===== src/rtl/uart_pkg.sv =====
// Shared types and constants for the buffered UART transmitter.
// Build option: define UART_TX_PARITY_EN to add an even-parity bit to every frame.
package uart_pkg;

  // Transmitter control states: wait for data, fetch a byte, shift it out
  typedef enum logic [1:0] {
    IDLE,
    LOAD,
    SEND
  } tx_state_e;

  // Frame lengths in bits: start + 8 data + stop, optionally plus parity
  localparam int FRAME_BITS_BASE   = 10;
  localparam int FRAME_BITS_PARITY = 11;

`ifdef UART_TX_PARITY_EN
  localparam int FRAME_BITS = FRAME_BITS_PARITY;
`else
  localparam int FRAME_BITS = FRAME_BITS_BASE;
`endif

  // The start bit goes straight to the line at load time, so the shift
  // register only needs to hold the bits that follow it
  localparam int SHIFT_BITS = FRAME_BITS - 1;

endpackage


===== src/rtl/uart_tx_fifo.sv =====
// Byte FIFO that buffers data waiting to be serialised by uart_tx_buf.
// Pointers wrap naturally because FIFO_DEPTH is a power of two; the
// occupancy is kept in its own register so full/empty never depend on
// pointer comparison.
module uart_tx_fifo #(
  parameter int FIFO_DEPTH = 4
) (
  input  logic                          clk,
  input  logic                          rst,
  input  logic                          push,
  input  logic [7:0]                    push_data,
  input  logic                          pop,
  output logic [7:0]                    data,
  output logic [$clog2(FIFO_DEPTH):0]   count,
  output logic                          full,
  output logic                          empty
);
  import uart_pkg::*;

  localparam int AW = $clog2(FIFO_DEPTH);
  localparam int CW = AW + 1;

  logic [7:0]    mem [FIFO_DEPTH];
  logic [AW-1:0] wr_ptr;
  logic [AW-1:0] rd_ptr;
  logic          push_ok;
  logic          pop_ok;

  assign full    = (count == CW'(FIFO_DEPTH));
  assign empty   = (count == '0);
  assign push_ok = push && !full;
  assign pop_ok  = pop && !empty;
  assign data    = mem[rd_ptr];

  // Storage array; only written by accepted pushes, never needs clearing
  always_ff @(posedge clk) begin
    if (push_ok) begin
      mem[wr_ptr] <= push_data;
    end
  end

  // Pointer and occupancy bookkeeping; a simultaneous push and pop leaves
  // the count where it was
  always_ff @(posedge clk) begin
    if (rst) begin
      wr_ptr <= '0;
      rd_ptr <= '0;
      count  <= '0;
    end else begin
      if (push_ok) begin
        wr_ptr <= wr_ptr + AW'(1);
      end
      if (pop_ok) begin
        rd_ptr <= rd_ptr + AW'(1);
      end
      case ({push_ok, pop_ok})
        2'b10:   count <= count + CW'(1);
        2'b01:   count <= count - CW'(1);
        default: count <= count;
      endcase
    end
  end

endmodule


===== src/rtl/uart_tx_buf.sv =====
// Buffered UART transmitter: bytes are queued in uart_tx_fifo and sent as
// start / 8 data bits LSB first / stop frames, each bit BAUD_PERIOD+1 clocks.
// Build option: UART_TX_PARITY_EN inserts an even-parity bit before the stop bit.
module uart_tx_buf
  import uart_pkg::*;
#(
  parameter int FIFO_DEPTH = 4
) (
  input  logic                          clk,
  input  logic                          rst,
  input  logic [31:0]                   BAUD_PERIOD,
  input  logic                          wr_en,
  input  logic [7:0]                    wr_data,
  output logic                          full,
  output logic [$clog2(FIFO_DEPTH):0]   fifo_count,
  output logic                          TX,
  output logic                          busy,
  output logic                          tx_done
);

  tx_state_e             state_q;
  tx_state_e             state_d;
  logic                  pop;
  logic                  empty;
  logic [7:0]            fifo_data;
  logic [SHIFT_BITS-1:0] shreg;
  logic [SHIFT_BITS-1:0] frame_tail;
  logic [31:0]           baud_q;
  logic [31:0]           baud_cnt;
  logic [3:0]            bit_cnt;
  logic                  tx_q;
  logic                  bit_end;
  logic                  frame_end;

  uart_tx_fifo #(
    .FIFO_DEPTH (FIFO_DEPTH)
  ) u_fifo (
    .clk       (clk),
    .rst       (rst),
    .push      (wr_en),
    .push_data (wr_data),
    .pop       (pop),
    .data      (fifo_data),
    .count     (fifo_count),
    .full      (full),
    .empty     (empty)
  );

`ifdef UART_TX_PARITY_EN
  assign frame_tail = {1'b1, ^fifo_data, fifo_data};
`else
  assign frame_tail = {1'b1, fifo_data};
`endif

  assign bit_end   = (baud_cnt == baud_q);
  assign frame_end = bit_end && (bit_cnt == 4'(FRAME_BITS - 1));
  assign TX        = tx_q;

  // Control state register
  always_ff @(posedge clk) begin
    if (rst) begin
      state_q <= IDLE;
    end else begin
      state_q <= state_d;
    end
  end

  // Next state plus the pop strobe and status outputs; a finished frame
  // goes straight to LOAD when more bytes are waiting
  always_comb begin
    state_d = state_q;
    pop     = 1'b0;
    tx_done = 1'b0;
    busy    = (state_q != IDLE);
    case (state_q)
      IDLE: begin
        if (!empty) begin
          state_d = LOAD;
        end
      end
      LOAD: begin
        pop     = 1'b1;
        state_d = SEND;
      end
      SEND: begin
        if (frame_end) begin
          tx_done = 1'b1;
          state_d = empty ? IDLE : LOAD;
        end
      end
      default: state_d = IDLE;
    endcase
  end

  // Serial datapath: latch the bit time and frame at load, then hold each
  // bit for baud_q+1 clocks before shifting the next one onto the line
  always_ff @(posedge clk) begin
    if (rst) begin
      tx_q     <= 1'b1;
      shreg    <= '0;
      baud_q   <= '0;
      baud_cnt <= '0;
      bit_cnt  <= '0;
    end else begin
      case (state_q)
        LOAD: begin
          tx_q     <= 1'b0;
          shreg    <= frame_tail;
          baud_q   <= BAUD_PERIOD;
          baud_cnt <= '0;
          bit_cnt  <= '0;
        end
        SEND: begin
          if (bit_end) begin
            baud_cnt <= '0;
            if (frame_end) begin
              tx_q <= 1'b1;
            end else begin
              tx_q    <= shreg[0];
              shreg   <= shreg >> 1;
              bit_cnt <= bit_cnt + 4'd1;
            end
          end else begin
            baud_cnt <= baud_cnt + 32'd1;
          end
        end
        default: begin
          tx_q <= 1'b1;
        end
      endcase
    end
  end

endmodule

===== config.mk =====
export PLATFORM = sky130hd
export DESIGN_NAME = uart_tx_buf
export DESIGN_NICKNAME = d
export VERILOG_FILES = /design/src/rtl/uart_pkg.sv /design/src/rtl/uart_tx_fifo.sv /design/src/rtl/uart_tx_buf.sv
export SDC_FILE = /design/constraint.sdc
export NUM_CORES = 1
export LEC_CHECK = 0
export ABC_AREA = 1
export CAP_MARGIN = 20
export CORE_ASPECT_RATIO = 1.4
export CORE_MARGIN = 2
export CORE_UTILIZATION = 35
export CTS_BUF_LIST = sky130_fd_sc_hd__clkbuf_16
export DETAILED_ROUTE_END_ITERATION = 7
export PLACE_DENSITY = 0.51
export SYNTH_ARGS = -nofsm -noshare
export SYNTH_HDL_FRONTEND = slang
export SYNTH_SLANG_ARGS = --single-unit

===== constraint.sdc =====
create_clock -name clk -period 4.9 [get_ports clk]
set_input_delay 1.47 -clock clk [delete_from_list [all_inputs] [get_ports clk]]
set_output_delay 1.47 -clock clk [all_outputs]
set_load 0.01 [all_outputs]

# Yosys cells after proc, flatten, opt, wreduce, memory -nomap -nowiden
# Memories as Yosys holds them, arrays and structs flattened. A register that Yosys moved wholly into a read port is not among the register bits.
# Index checks and enable logic that the tools add are counted.
[word_totals]
output_inout_bits = 7
word_cells = 62
in_bits = 43
mem_bits_rw = 32
reg_bits = 87
n_memories = 1
[op_classes]
mux = 23
reduce_logical = 12
n_addsub = 6
eq_ne = 11
[memory_table]
columns = ["name", "words", "width", "read_ports", "rd_ports_with_merged_regs", "wr", "line", "rtl"]
rows = [
  ["u_fifo.mem", 4, 8, 1, 1, 1, "uart_tx_fifo.sv:23", "logic [7:0] mem [FIFO_DEPTH];"],
]
[ops]
columns = ["cell", "n"]
rows = [
  ["$pmux W32 S2", 1],
  ["$add A32 B1 Y32 const B", 1],
  ["$eq A32 B32 Y1", 1],
  ["$mux W32", 1],
  ["$mux W9", 2],
  ["$pmux W9 S2", 1],
  ["$mux W1", 8],
  ["$mux W2", 4],
  ["$mux W4", 2],
  ["$ne A2 B2 Y1 const B", 4],
  ["$pmux W4 S2", 1],
  ["$pmux W2 S3", 1],
  ["$pmux W3 S2", 1],
  ["$reduce_bool A2 Y1", 3],
  ["$add A2 B1 Y2 const B", 2],
  ["$add A4 B1 Y4 const B", 1],
  ["$eq A2 B1 Y1 const B", 2],
  ["$eq A2 B2 Y1 const B", 2],
  ["$eq A4 B4 Y1 const B", 1],
  ["$add A3 B1 Y3 const B", 1],
  ["$eq A3 B3 Y1 const B", 1],
  ["$logic_and A1 B1 Y1", 3],
  ["$logic_not A3 Y1", 1],
  ["$reduce_and A3 Y1", 1],
  ["other kinds (5)", 6],
]

# Logic depth before layout (Yosys ltp)
[depth]
word_depth = 5
depth_mapped = 13
ltp_nobuf = 12

# Hierarchy
# From an unflattened synthesis, not the netlist that was laid out.
[hier_totals]
hier_cells = 730
hier_area_um2 = 5918.2
[modules_own_cells]
columns = ["module", "cells_per_inst", "seq_area_each_um2", "area_per_inst_um2", "n_inst"]
rows = [
  ["uart_tx_buf", 584, 1601.5, 4232.8, 1],
  ["uart_tx_fifo", 146, 1141.1, 1685.4, 1],
]

# Worst setup path after synthesis
# No wires, ideal clock.
[synth_path]
path_type = "input port to flip-flop"
from = "in wr_en"
to = "reg u_fifo.count[2]"
setup_time_ns = 0.122
arrival_time_ns = 2.692
t_required_ns = 4.778
path_buffers = 0
path_stages = 10
path_slack_ns = 2.086
path_cell_list = "inv_1 nor2_1 inv_1 ha_1 inv_1 fa_1 a21oi_1 o21ai_0 o21ai_0 a21oi_1"
[synth_between]
elab_chain_len = 3
elab_cells_between_ends = 5
cone_classes = "eq/ne (2); mux (1); reduce/logical (2)"
[synth_rtl]
columns = ["element", "line", "rtl"]
rows = [
  ["start: declaration", "uart_tx_buf.sv:12", "input logic wr_en,"],
  ["$logic_and A1 B1 Y1 *", "uart_tx_fifo.sv:31", "assign push_ok = push && !full;"],
  ["$eq A2 B1 Y1 / $eq A2 B2 Y1 (equally long branches)", "uart_tx_fifo.sv:56", "case ({push_ok, pop_ok})"],
  ["$pmux W3 S2 / $reduce_bool A2 Y1 (equally long branches)", "--", ""],
  ["end signal: assignment", "uart_tx_fifo.sv:57", "2'b10: count <= count + CW'(1);"],
  ["end signal: assignment", "uart_tx_fifo.sv:58", "2'b01: count <= count - CW'(1);"],
  ["end signal: assignment", "uart_tx_fifo.sv:59", "default: count <= count;"],
  ["end: declaration", "uart_tx_fifo.sv:14", "output logic [$clog2(FIFO_DEPTH):0] count,"],
]
# Mark *: on every way between the ends. The rest lies on a longest branch, timed or not.
# A chain may end at the register's enable or synchronous reset.

# Worst setup path after layout
[layout_path]
from = "reg baud_cnt[19]"
to = "out tx_done"
[layout_between]
elab_chain_len = 4
[layout_rtl]
columns = ["element", "line", "rtl"]
rows = [
  ["start: declaration", "uart_tx_buf.sv:29", "logic [31:0] baud_cnt;"],
  ["start signal: assignment", "uart_tx_buf.sv:124", "baud_cnt <= baud_cnt + 32'd1;"],
  ["$eq A32 B32 Y1", "uart_tx_buf.sv:55", "assign bit_end = (baud_cnt == baud_q);"],
  ["$logic_and A1 B1 Y1", "uart_tx_buf.sv:56", "assign frame_end = bit_end && (bit_cnt == 4'(FRAME_BITS - 1));"],
  ["$mux W1", "uart_tx_buf.sv:86", "if (frame_end) begin"],
  ["$mux W1", "uart_tx_buf.sv:75", "case (state_q)"],
  ["end: declaration", "uart_tx_buf.sv:18", "output logic tx_done"],
]
# Every way passes these cells.

==> results.md <==
- DR vias/cell: 4.681
- Core Rows: 55
- Sinks on Clock Net: 121
- Synthesized flop and latch total: about 120
- Syn avg cell area: 8.094 µm²
- Post-synth EDFFs: 32
- Endpoints failing hold: 0
- Run status: finished, final reports clean
- Max-slew violations: 0
- Resized cells post-CTS: 0
- Residual DRC count: 0
- Die Y: roughly 160 µm
- Fin crit share: 81.00%
- Tightest Hold Check Type: reg -> reg
- Cell variety after synth: 36
- Layout cells sized above 1: under 10%
- Worst path slowest cell: clkdlybuf4s50_1
- Share of power burned in registers: 38.6%
- Design area: 6945 µm²
- Family with the most delay on the worst path: simple AND/OR/NAND/NOR gates
- Worst-path fanout max: 6
- P_sw: 1134 µW
- Area grow syn2layout: 21.20%
- WL met2: roughly 7000 µm
- Clock root cell: clkbuf_16
- Postcts setup bufs: 0
- WL met1: 5436 µm
- Leak: 0.002726 µW
- Wirelength, routed: 13060 µm
- Ys Warns: 0
- WP data arrival: 2.50 ns
- First-pass GRT wire length: between 20000 and 25000 µm
- Final setup fails: 0
- Async set-reset flop share out of synthesis: 0%
- GR Util All Layers: 15.71%
- Vias in the first global route: between 4000 and 5000
- Final setup TNS: 0 ns
- Grt ovf: 0
- Peak supply drop: ~0.00028 V
- Compound-Gate Fraction of Synth Area: between 8 and 9%
- Core Region: 16100 µm²
- Largest family of logic cells by synthesized area: simple AND/OR/NAND/NOR gates
- Drt first pass iters: 4
- Vias: 4545
- Post-DP Area: 6381 µm²
- R2R setup slack: 2.54 ns
- Worst skew pair latency: 0.42 ns
- Rel. slew slack: a little under half
- WP data required: 3.43 ns
- P_int: 2312 µW
- Startpoint Class: flop
- Synth Instances: approximately 700
- Max Used Layer: met4
- Max Cap Violations: 0
- Dominant synthesized flop cell: dfxtp_1
- Die area: 17430 µm²
- Combinational cell fraction of total power: between 20% and 30%
- Fmax: 0.2519 GHz
- Synthesized-area fraction occupied by adder cells: 3.188%
- Antenna violations before repair: 0
- Final Core Density: 43.13%
- Final ANT Viol Nets: 0
- Clock-pin transition on the worst setup and hold timing paths: about 0.05 ns
- Number of diodes: 0
- Slew @ Worst Pin: 0.8129 ns
- Count leader, synth: nor2_1
- WS Path Type: reg -> out
- Crit path largest cell delay: about 0.6 ns
- Register area share after synthesis: 47.86%
- Clk pwr share: 34.6%
- H-tree depth: 4
- Placement Setup Slack: around 1.4 ns
- Leading area contributor after synthesis: dfxtp_1
- Dominant cells by area after synthesis: dfxtp_1 (31%), edfxtp_1 (17%), nor2_1 (10%)
- Worst path bufs/invs: 1
- IO buf count: 49
- Clock buffer depth: 2
- Sw Share: between 30% and 40%
- Final worst setup slack: roughly 0.93 ns
- Layout Nets: 816
- Gp weighted congestion: roughly 0.82
- Initial Utilization: 35.59%
- Iteration-0 DRC Markers: 188
- Final min period: 3.969 ns
- Synth Cell Area: 5730 µm²
- DR WL/cell: 13.45 µm
- Mux share of post-synthesis cell area: 1.397%
- Most common cell on crit path: nand2_1
- Post-synth top cells: nor2_1 (154), nand2_1 (119), dfxtp_1 (89)
- XOR/XNOR share of the synthesized area: 7.183%
- Critical path cell sequence: nand2_1 > nand2_1 > nand2_1 > nor2_1 > nand2_1 > nor2_4 > nand2_4 > nor3_1 > clkdlybuf4s50_1
- Clock skew: 0.006015 ns
- I/O Pins: 50
- Met3 wire length: around 400 µm
- Critical path endpoint category: primary output
- CTS tree: built
- Tot Pwr: 3446 µW
- Unrepaired setup endpoints after global routing: no
- Largest net degree at the start of global routing: between 40 and 50
- Cell Pwr Density: 496.1 nW/µm²
- Filler cells: 1621
- Synth top area share: 31.09%
- TritonCTS Buffers: 17
- Die Width: 112.1 µm
- Simple-Gate Fraction of Synth Area: 24.89%
- Dpl hpwl: 9306 µm
- Hold Buf Count CTS: 0
- Post-synthesis net count: approximately 770
==> per-stage QoR <==
step	std cells	hold WS, ns
floorplan	708	0.4339
global placement	939	0.4595
detailed placement	939	0.4577
CTS	971	0.4705
global route	971	0.4961
finish	971	0.4770
==> worst reg2reg max path: stages, from the launching register on <==
cell and delay, ns:
dfxtp_1 0.41, inv_1 0.09, ha_1 0.58, nand2_1 0.15, nor3_1 0.21, nand3b_2 0.18, nor2_4 0.20, nand2_4 0.09
nor2_2 0.10, xor2_1 0.17, nor2_1 0.05
==> flip-flops by register name, indices dropped and copies added (netlist names), named ones only <==
register       flops
baud_cnt          32
baud_q            32
u_fifo.mem        32
shreg              9
bit_cnt            4
u_fifo.count       3
state_q            2
u_fifo.rd_ptr      2
u_fifo.wr_ptr      2
TX                 1
==> cell type report <==
| type | instances | area, µm² | area share (%) |
|---|---|---|---|
| flip-flops and latches | 121 | 2743 | 39.49 |
| repair buffers | 53 | 520.5 | 7.494 |
| inverters | 71 | 266.5 | 3.837 |
| well taps | 199 | 249.0 | 3.585 |
| clock buffers | 18 | 450.4 | 6.485 |
| multi-input cells | 495 | 2603 | 37.47 |
| clock inverters | 14 | 113.9 | 1.639 |
==> power by group through the flow <==
stage               clock network, µW  logic (µW)  registers, µW
floorplan                           0         709           1310
detailed placement                  0         942           1350
CTS                              1220         946           1330
global route                     1270        1050           1350
finish                           1190         922           1330
global placement                    0         920           1350
==> layer usage <==
layer	up-vias	track usage (%)
met5	-	0
met1	2111	16.59
met3	17	4.402
met2	59	29.26
met4	0	6.156
li1	2358	-
==> final timing paths <==
check                           depth (start not counted)          from            to
worst max-delay path                                    9  baud_cnt[19]       tx_done
worst min-delay path                                    2     baud_q[1]     baud_q[1]
worst max register to register                         10    state_q[0]  baud_cnt[25]
worst min register to register                          2     baud_q[1]     baud_q[1]
==> cell families (layout without fill, tap and decap cells) <==
| logic type | after synthesis | count (layout) |
|---|---|---|
| compound gates | 95 | 95 |
| xor+xnor | 47 | 47 |
| simple gates | 331 | 331 |
| flops | 121 | 121 |
| buf+inv | 92 | 156 |
| fa+ha+maj | 14 | 14 |
| mux | 8 | 8 |
==> placed cells by master, fill, tap and decap left out, types with 2 or more instances in the layout <==
master,Yosys,routed
a21oi_1,23,23
buf_4,0,4
bufinv_16,0,2
clkbuf_16,0,18
clkdlybuf4s50_1,0,49
clkinv_1,2,5
clkinv_2,0,4
dfxtp_1,89,89
edfxtp_1,32,32
ha_1,13,13
inv_1,66,69
inv_2,3,4
mux2i_1,8,8
nand2_1,119,119
nand2_2,7,7
nand2_4,4,4
nand3_1,16,16
nand4_1,6,6
nor2_1,154,154
nor2_2,4,4
nor2_4,4,4
nor3_1,11,11
o21ai_0,59,59
o22ai_1,9,9
xnor2_1,26,26
xor2_1,21,21
No activity file was read; power rests on OpenSTA's default activity.
==> patch: new RTL, same flow settings <==
Add a define of `UART_TX_PARITY_EN`.
--- a/src/rtl/uart_pkg.sv
+++ b/src/rtl/uart_pkg.sv
@@ -1,4 +1,6 @@
 // Shared types and constants for the buffered UART transmitter.
 // Build option: define UART_TX_PARITY_EN to add an even-parity bit to every frame.
+`define UART_TX_PARITY_EN
+
 package uart_pkg;
 
Behaviour: no difference found for any inputs over 10 cycles, from zero or initial values and one cycle with rst high; that may be too few to reach the edited logic, so the function may still have changed.
==> patch against the unedited design <==
  * Critical path depth down 1
  * Non-clock buffer count is the same
  * Clock skew is 0.93 ps higher
  * Power is 3.1% higher
  * Final area rose by 3.5%
  * Global-route usage increased by 1.9 points
  * Routed wire length increased by 15%
  * Sequential power about the same
  * Synthesized cell count rose by 14%
  * Sequential cell count rose by 1
  * Synthesized area is 4.3% higher
  * Setup slack lost 15 ps
  * Utilization fell by 0.19 points
  * Critical endpoint unchanged
  * Largest power group unchanged
==> patch: results (changes against the unedited design) <==
| Metric | Value |
|---|---|
| Top post-synthesis cells by count | `nand2_1 (210), nor2_1 (137), dfxtp_1 (90)` |
| First-pass GRT wire length | `24790 microns (+15%)` |
| CTS Buffer Depth | `2 (unchanged)` |
| Xor-xnor portion of the synthesized cell area | `0.06153 (-0.01030)` |
| Final hold vios | `0 (unchanged)` |
| Post-synth EDFFs | `32 (unchanged)` |
| DP Wirelength | `10860 microns (+17%)` |
| Initial drt markers | `289 (+54%)` |
| WL met2 | `8061 microns (+15%)` |
| Number of global-route vias before repair | `5208 (+13%)` |
| Most frequently used flop master after synthesis | `dfxtp_1` |
| Mux contribution to synthesized area | `0 (-0.01397)` |
| Maximum number of pins on one net before global-route repair | `54 (+23%)` |
| Post-DR wirelength/cell | `13.98 microns (+4.0%)` |
| Crit path arrival time | `2510 ps (about the same)` |
| Worst path max stage delay | `570 ps (-30 ps)` |
| Met2 GRT Util | `0.3370 (+0.04440)` |
| Clock Skew | `6.942 ps (+0.9271 ps)` |
| Vias/cell | `4.772 (+2.0%)` |
| Placed inst area | `0.006639 sq mm (+4.0%)` |
| FILL cells | `1680 (+3.6%)` |
| Worst path top cell family by delay | `simple AND/OR/NAND/NOR gates` |
| Post-Place Worst Slack | `1426 ps (+74.29 ps)` |
| Synth Warn # | `0 (unchanged)` |
| Adder-cell area share of the yosys netlist | `0.03056 (-0.001321)` |
| Clock Latency Late Sink | `420 ps (about the same)` |
| Length in cells of the worst reg-to-reg path | `6 (-4)` |
| Seq/Total Area, Yosys | `0.4621 (-0.01648)` |
| Ant diodes | `0 (unchanged)` |
| Rel. slew slack | `0.4235 (-0.03252)` |
| Post-synthesis net count | `867 (+13%)` |
| Netlist cell types | `31 (-14%)` |
| Outcome | `complete, no violations` |
| Met3 Wirelength | `416 microns (+1.5%)` |
| GP Congestion | `0.8764 (+6.8%)` |
| Max VDD drop | `0.2388 mV (-16%)` |
| Compound-Gate Fraction of Synth Area | `0.08079 (-0.006768)` |
| Post-cts sizing count | `0 (unchanged)` |
| Leakage | `2.857 nW (+4.8%)` |
| Fin nets | `913 (+12%)` |
| Grt met3 use | `0.03807 (-0.005954)` |
| Routing usage on met1 | `0.1791 (+0.01315)` |
| Share of post-route cells with drive strength above 1 | `0.05293 (-0.02220)` |
| Maximum fanout along the worst path | `4 (-2)` |
| Routed length on met1 | `6056 microns (+11%)` |
| Synth area leaders | `dfxtp_1 (30%), edfxtp_1 (16%), nand2_1 (13%)` |
| Clock slew at reported path FFs | `60 ps` |
| All-Layer GR Usage | `0.1764 (+0.01936)` |
-- patch: cell count changes after synthesis, sizes merged, moves of 2 or more --
cell | unedited run | this run
nand2 | 130 | 210
a21oi | 23 | 33
nand4 | 6 | 16
inv | 69 | 84
or2 | 0 | 2
nor4 | 0 | 2
mux2i | 8 | 0
xor2 | 21 | 17
nand3 | 18 | 41
o22ai | 9 | 1
nor2 | 162 | 140
clkinv | 2 | 0
clkbuf | 13 | 19
-- patch: power by group --
group / switching (mW) / leakage (nW) / internal, mW / total (mW)
clock: 0.478 / 0.265 / 0.695 / 1.17
combinational: 0.685 / 1.56 / 0.361 / 1.05
sequential: 0.125 / 1.03 / 1.21 / 1.33
total: 1.29 / 2.86 / 2.26 / 3.55
-- patch: metrics by stage --
| step | util | hold WS [ps] | instances |
|---|---|---|---|
| 2_1_floorplan | - | 430.2 | 810 |
| 4_1_cts | 0.4294 | 460.0 | 1072 |
| 3_5_place_dp | 0.3964 | 452.0 | 1040 |
| 5_1_grt | 0.4294 | 483.5 | 1072 |
| 6_report | 0.4294 | 460.7 | 1072 |
| 3_3_place_gp | 0.3964 | 446.8 | 1040 |
-- patch: cell type report --
cell class / instances / area (sq um) / share of cell area
clock buffers: 17 / 425.4 / 0.05916
clock inverters: 15 / 126.4 / 0.01757
inverters: 84 / 315.3 / 0.04385
multi-input cells: 578 / 2786 / 0.3875
flip-flops and latches: 122 / 2763 / 0.3842
well taps: 203 / 254.0 / 0.03532
repair buffers: 53 / 520.5 / 0.07239
-- patch: worst paths after layout --
check	from	end	slack, ps
setup / recovery	baud_cnt[31]	tx_done	920
hold / removal	shreg[9]	shreg[9]	460
setup reg to reg	state_q[0]	baud_cnt[27]	1890
hold reg to reg	shreg[9]	shreg[9]	460
